<file path="src/rtl/line_mem_arbiter.sv">
// Round-robin arbiter that moves I-cache and D-cache lines over one burst memory port.
// Each line moves as LINE_W/BURST_W beats; read beats are reassembled into a line buffer.
module line_mem_arbiter #(
  parameter int unsigned LINE_W  = 256,
  parameter int unsigned BURST_W = 64,
  parameter int unsigned ADDR_W  = 32
) (
  input  logic               clk,
  input  logic               rst,
  input  logic               i_read,
  input  logic [ADDR_W-1:0]  i_addr,
  output logic [LINE_W-1:0]  i_rdata,
  output logic               i_resp,
  input  logic               d_read,
  input  logic               d_write,
  input  logic [ADDR_W-1:0]  d_addr,
  input  logic [LINE_W-1:0]  d_wdata,
  output logic [LINE_W-1:0]  d_rdata,
  output logic               d_resp,
  output logic               mem_read,
  output logic               mem_write,
  output logic [ADDR_W-1:0]  mem_addr,
  output logic [BURST_W-1:0] mem_wdata,
  input  logic [BURST_W-1:0] mem_rdata,
  input  logic               mem_resp
);

  localparam int unsigned BEATS = LINE_W / BURST_W;
  localparam int unsigned CNT_W = (BEATS > 1) ? $clog2(BEATS) : 1;
  localparam int unsigned OFF_W = $clog2(LINE_W / 8);
  localparam logic [CNT_W-1:0] LAST_BEAT = CNT_W'(BEATS - 1);

  typedef enum logic [2:0] {
    IDLE,
    I_RD,
    D_RD,
    D_WR,
    DONE
  } state_e;

  state_e              state_q, state_d;
  logic [CNT_W-1:0]    cnt_q, cnt_d;
  logic                last_grant_q, last_grant_d;  // 1: D-cache was granted most recently
  logic [ADDR_W-1:0]   addr_q, addr_d;
  logic [LINE_W-1:0]   wbuf_q, wbuf_d;
  logic [LINE_W-1:0]   rbuf_q, rbuf_d;
  logic                d_req;
  logic                grant_d;

  // Line-offset bits of the request addresses are deliberately dropped.
  logic unused_addr_bits;
  assign unused_addr_bits = ^{i_addr[OFF_W-1:0], d_addr[OFF_W-1:0]};

  always_comb begin
    state_d      = state_q;
    cnt_d        = cnt_q;
    last_grant_d = last_grant_q;
    addr_d       = addr_q;
    wbuf_d       = wbuf_q;
    rbuf_d       = rbuf_q;
    d_req        = d_read | d_write;
    grant_d      = d_req & (~i_read | ~last_grant_q);

    unique case (state_q)
      IDLE: begin
        if (d_req || i_read) begin
          cnt_d        = '0;
          last_grant_d = grant_d;
          if (grant_d) begin
            addr_d = {d_addr[ADDR_W-1:OFF_W], {OFF_W{1'b0}}};
            if (d_write) begin
              state_d = D_WR;
              wbuf_d  = d_wdata;
            end else begin
              state_d = D_RD;
            end
          end else begin
            addr_d  = {i_addr[ADDR_W-1:OFF_W], {OFF_W{1'b0}}};
            state_d = I_RD;
          end
        end
      end
      I_RD, D_RD, D_WR: begin
        if (mem_resp) begin
          if (state_q != D_WR) begin
            rbuf_d[BURST_W*cnt_q +: BURST_W] = mem_rdata;
          end
          cnt_d = cnt_q + 1'b1;
          if (cnt_q == LAST_BEAT) begin
            state_d = DONE;
          end
        end
      end
      DONE:    state_d = IDLE;
      default: state_d = IDLE;
    endcase
  end

  always_ff @(posedge clk or negedge rst) begin
    if (!rst) begin
      state_q      <= IDLE;
      cnt_q        <= '0;
      last_grant_q <= 1'b1;
      addr_q       <= '0;
      wbuf_q       <= '0;
      rbuf_q       <= '0;
    end else begin
      state_q      <= state_d;
      cnt_q        <= cnt_d;
      last_grant_q <= last_grant_d;
      addr_q       <= addr_d;
      wbuf_q       <= wbuf_d;
      rbuf_q       <= rbuf_d;
    end
  end

  // The requester owning DONE is the one recorded in last_grant at grant time.
  assign mem_read  = (state_q == I_RD) || (state_q == D_RD);
  assign mem_write = (state_q == D_WR);
  assign mem_addr  = addr_q;
  assign mem_wdata = wbuf_q[BURST_W*cnt_q +: BURST_W];
  assign i_resp    = (state_q == DONE) && !last_grant_q;
  assign d_resp    = (state_q == DONE) && last_grant_q;
  assign i_rdata   = rbuf_q;
  assign d_rdata   = rbuf_q;

endmodule

</file>
<file path="config.mk">
export PLATFORM = sky130hd
export DESIGN_NAME = line_mem_arbiter
export DESIGN_NICKNAME = d
export VERILOG_FILES = /design/src/rtl/line_mem_arbiter.sv
export SDC_FILE = /design/constraint.sdc
export NUM_CORES = 1
export LEC_CHECK = 0
export CORE_AREA = 2 2 389 391
export DETAILED_ROUTE_END_ITERATION = 7
export DIE_AREA = 0 0 391 393
export PLACE_DENSITY = 0.42
export SYNTH_ARGS = -nofsm -noshare
export SYNTH_HDL_FRONTEND = slang
export SYNTH_SLANG_ARGS = --single-unit
</file>
<file path="constraint.sdc">
create_clock -name clk -period 4.6 [get_ports clk]
set_clock_uncertainty 0.05 [all_clocks]
set_input_delay 0.92 -clock clk [delete_from_list [all_inputs] [get_ports clk]]
set_output_delay 0.92 -clock clk [all_outputs]
set_load 0.02 [all_outputs]
</file>
Word level (Yosys, flattened, before mapping)
Cells that the tools add are included.
- muxes and demuxes: 11
- reductions and logical operators: 13
- add/subtract/negate cells: 2
- shifts and indexed selects: 3
- equal/unequal tests: 9
- bitwise operators: 5
- operators by type and width (kind ; count):
    bitwise mux 256 bit ; 1
    variable shift 64 x 34 -> 256 bit, first input constant ; 1
    indexed part select 256 x 9 -> 64 bit ; 1
    indexed part select 64 x 34 -> 256 bit ; 1
    negation 8 -> 34 bit ; 1
    two-way mux 32 bit ; 1
    two-way mux 3 bit ; 4
    AND reduction 3 bit ; 3
    equality test 3 x 2 -> 1 bit, second input constant ; 2
    inequality test 2 bit, second input constant ; 3
    case mux 3 bit (2 select lines) ; 1
    two-way mux 2 bit ; 2
    case mux 2 bit (2 select lines) ; 1
    AND reduction 4 bit ; 1
    equality test 3 x 1 -> 1 bit, second input constant ; 1
    equality test 3 bit, second input constant ; 1
    logical NOT 3 bit ; 1
    inequality test 3 x 2 -> 1 bit, second input constant ; 1
    OR reduction 3 bit ; 1
    adder 2 x 1 -> 2 bit, second input constant ; 1
    equality test 2 bit, second input constant ; 1
    logical AND 1 bit ; 2
    logical OR 1 bit ; 2
    NOT 1 bit ; 2
    6 further kinds ; 7
- bits in registers: 550
- logic and storage cells: 49
- input bits: 390
- output and inout port bits: 612

Longest topological paths before layout
- depth in word-level cells: 6
- gate-level depth with buffers: 9
- gate-level depth less buffers: 5

Worst setup path after synthesis
Ideal clock, no wire load.
- path type: register to output
- from: register cnt_q[0]
- to: output port mem_wdata[11]
- stages on the path, launching flop included: 5
- path buffers: 3
- path slack: 1992 ps
- arrival time: 1638 ps
- cell sequence: dfrtp_1 buf_2 buf_4 buf_2 mux4_2
- word-level cells in the longest chain between the ends: 1
- RTL lines (what ; RTL line ; RTL):
    from (decl) ; 42 ; logic [CNT_W-1:0] cnt_q, cnt_d;
    from (signal assigned) ; 109 ; cnt_q <= cnt_d;
    indexed part select 256 x 9 -> 64 bit ; 121 ; assign mem_wdata = wbuf_q[BURST_W*cnt_q +: BURST_W];
    to (decl) ; 23 ; output logic [BURST_W-1:0] mem_wdata,
No other way between the ends.

Worst setup path after layout
- from: register cnt_q[0]
- to: output port mem_wdata[63]
Same word-level chain as after synthesis.

==> flow_summary.ini <==
[grt]
grt_overflow = 0
grt_pass1_vias = 19000
grt_usage = 0.142
grt_start_max_net_pins = 82
antenna_found_initial = 40
grt_pass1_wl_um = 154000

[worst_setup_path]
start_kind = flop
worstReg2RegEnd = d_rdata[129]$_DFFE_PN0P_
cp.required_ps = 3630
ff2ff_setup_slack_ps = 1800
arrival_ps = 3030
r2r_start = cnt_q[1]$_DFFE_PN0P_
rr_worst_depth = 6
critical_path_class = flop to output port
critical_path.max_fanout = 20
endpoint_kind = output port

[drt]
drtAntennaViolNets = 0
wirelength_um = 112000
drc = 0
first_pass_iters = 5
post_drt_wl_per_cell_um = 23.1
via_per_inst = 3.69
vias = 17900
drtIter0Drc = 739

[place]
place_area_um2 = 37300
dp_cells = 4718
dp_hpwl_um = 86400
gp_congestion = 0.820
portBuffers = 986

[finish]
area_growth_pct = 46.7
drive_above_1_share = 0.190
fin_nets = 3246
final_area_um2 = 39800
layout.cells.non_filler = 4845
layout_common_cells = clkdlybuf4s50_1, dfrtp_1, inv_1
final_common_cell = clkdlybuf4s50_1

[synth]
yosys.area.top_type = dfrtp_1
syn_area_um2 = 27200
synthFlopType = dfrtp_1
synth_edf_count = 0
ys_seq_area_frac = 0.502
ys_async_sr_fraction = 1.00
synthDistinctLibCells = 36
yosysWarnings = 0
syn_area_per_cell_um2 = 12.9
ys_ff_latch = 545
ys_top_cells_by_area = dfrtp_1, mux2_4, mux2i_1
yosysTopAreaCellShare = 0.501
syn_inst = 2100

[sta]
fin_crit_ps = 4000
period_share = 0.869
rsz0062_at_grt = no
tightest_slew_ps = 909
finalSetupViolCount = 0
drv_slew = 0
fmax_ghz = 0.250
slew_headroom = 0.394
hold_violations = 0
tns_ps = 0

[floorplan]
core_region_area_um2 = 149000
initial_core_util = 0.182
chipWidth_um = 391
die_area_um2 = 154000
rows = 142
ios = 1002
dieHeight_um = 393

[clock_tree]
root_buffer = clkbuf_16
cts_repair_resize_count = 0
cts_setup_buffers = 0
cts.sinks = 545
cts-htree-levels = 3
cts_tree = built
numCtsBuffers = 74
cts_buffer_depth = 3
clock_latency_ps = 660
cts_hold_buf = 0
clk_pin_slew_ps = 60

[run_status]
run_status = finished clean

[run]
maxCapViolCount = 0

[power_and_ir_drop]
ir_worst_vdd_v = 0.000350
p_clk_frac = 0.199
pwr-share-comb = 0.506
leakage_nw = 17.9
p_sw_frac = 0.390
p_int_mw = 18.2
pwr-share-seq = 0.295
p_per_area_nw_per_um2 = 749
switchingPower_mw = 11.6

[min_path]
hold_path_class = input port to async pin
per-layer routing:
layer  GRT usage  wire [um]
met1       0.172      45900
met2       0.241      55000
met3      0.0487       8620
met4      0.0367       2210
met5           0        371
cell type report:
| class | instances | area (um2) |
|---|---|---|
| Tap cell | 1944 | 2430 |
| Timing Repair Buffer | 1035 | 10500 |
| Inverter | 260 | 976 |
| Multi-Input combinational cell | 934 | 9770 |
| Antenna cell | 2 | 5.00 |
| Clock inverter | 13 | 256 |
| Fill cell | 15600 | 109000 |
| Clock buffer | 112 | 2260 |
| Sequential cell | 545 | 13600 |
critical path, cell delays in order, from the launching register on:
cell,delay [ps]
dfrtp_4,710
buf_4,360
mux4_2,630
clkdlybuf4s50_1,610
registers in the layout, summed over array words and instances (netlist names):
| signal | cells |
|---|---|
| last_grant_q | 1 |
| d_rdata | 256 |
| state_q | 3 |
| mem_addr | 27 |
| cnt_q | 2 |
| wbuf_q | 256 |
cells in the mapped netlist, types with 2 or more instances:
cell type  number
mux2i_1       256
mux2_4        240
mux2_2         70
and2_1          2
buf_12         22
clkbuf_1       26
and3_1          2
nand2b_1        2
mux4_2         64
inv_1         260
nand3_1         3
buf_1           4
dfrtp_1       544
nor3b_1         3
ha_1            6
o21ai_0         4
buf_6          11
buf_2          39
nand2_1       259
buf_4         263
nor2_1          5
cell families (layout without fill, tap and decap cells):
| group | after synthesis | count (layout) | share of synthesized area |
|---|---|---|---|
| buf+inv | 625 | 1420 | 0.141 |
| xor+xnor | 1 | 1 | 0.000323 |
| fa+ha+maj | 6 | 6 | 0.00276 |
| flops | 545 | 545 | 0.502 |
| other cells | 1 | 7 | 0.000138 |
| compound gates | 11 | 11 | 0.00341 |
| simple gates | 281 | 281 | 0.0411 |
| mux | 630 | 630 | 0.309 |
power groups by stage:
stage,logic (mW),registers (mW),clock network (mW)
finish,15.1,8.81,5.95
global route,16.0,9.10,6.38
CTS,15.5,8.86,6.21
detailed placement,15.4,8.90,0
global placement,15.4,8.88,0
floorplan,8.37,9.11,0
how the worst max path moves through the flow:
| stage | from | end | slack [ps] | cells past startpoint |
|---|---|---|---|---|
| after floorplan | cnt_q[0]$_DFFE_PN0P_ | mem_wdata[11] | 1990 | 4 |
| after global placement | cnt_q[0]$_DFFE_PN0P_ | mem_wdata[63] | 1150 | 3 |
| after detailed placement | d_write | wbuf_q[110]$_DFFE_PN0P_ | 1120 | 5 |
| after CTS | cnt_q[0]$_DFFE_PN0P_ | mem_wdata[61] | 380 | 3 |
| after global routing | cnt_q[0]$_DFFE_PN0P_ | mem_wdata[61] | 380 | 3 |
| final | cnt_q[0]$_DFFE_PN0P_ | mem_wdata[63] | 600 | 3 |
stage by stage:
stage,setup slack (ps),hold WS (ps),util,power [mW]
floorplan,1990,424,-,17.5
global placement,1150,437,0.250,24.3
detailed placement,1120,440,0.250,24.3
CTS,379,214,0.267,30.5
global route,383,257,0.267,31.5
finish,603,252,0.267,29.9
Note: power is estimated with default switching activity, not from simulation.
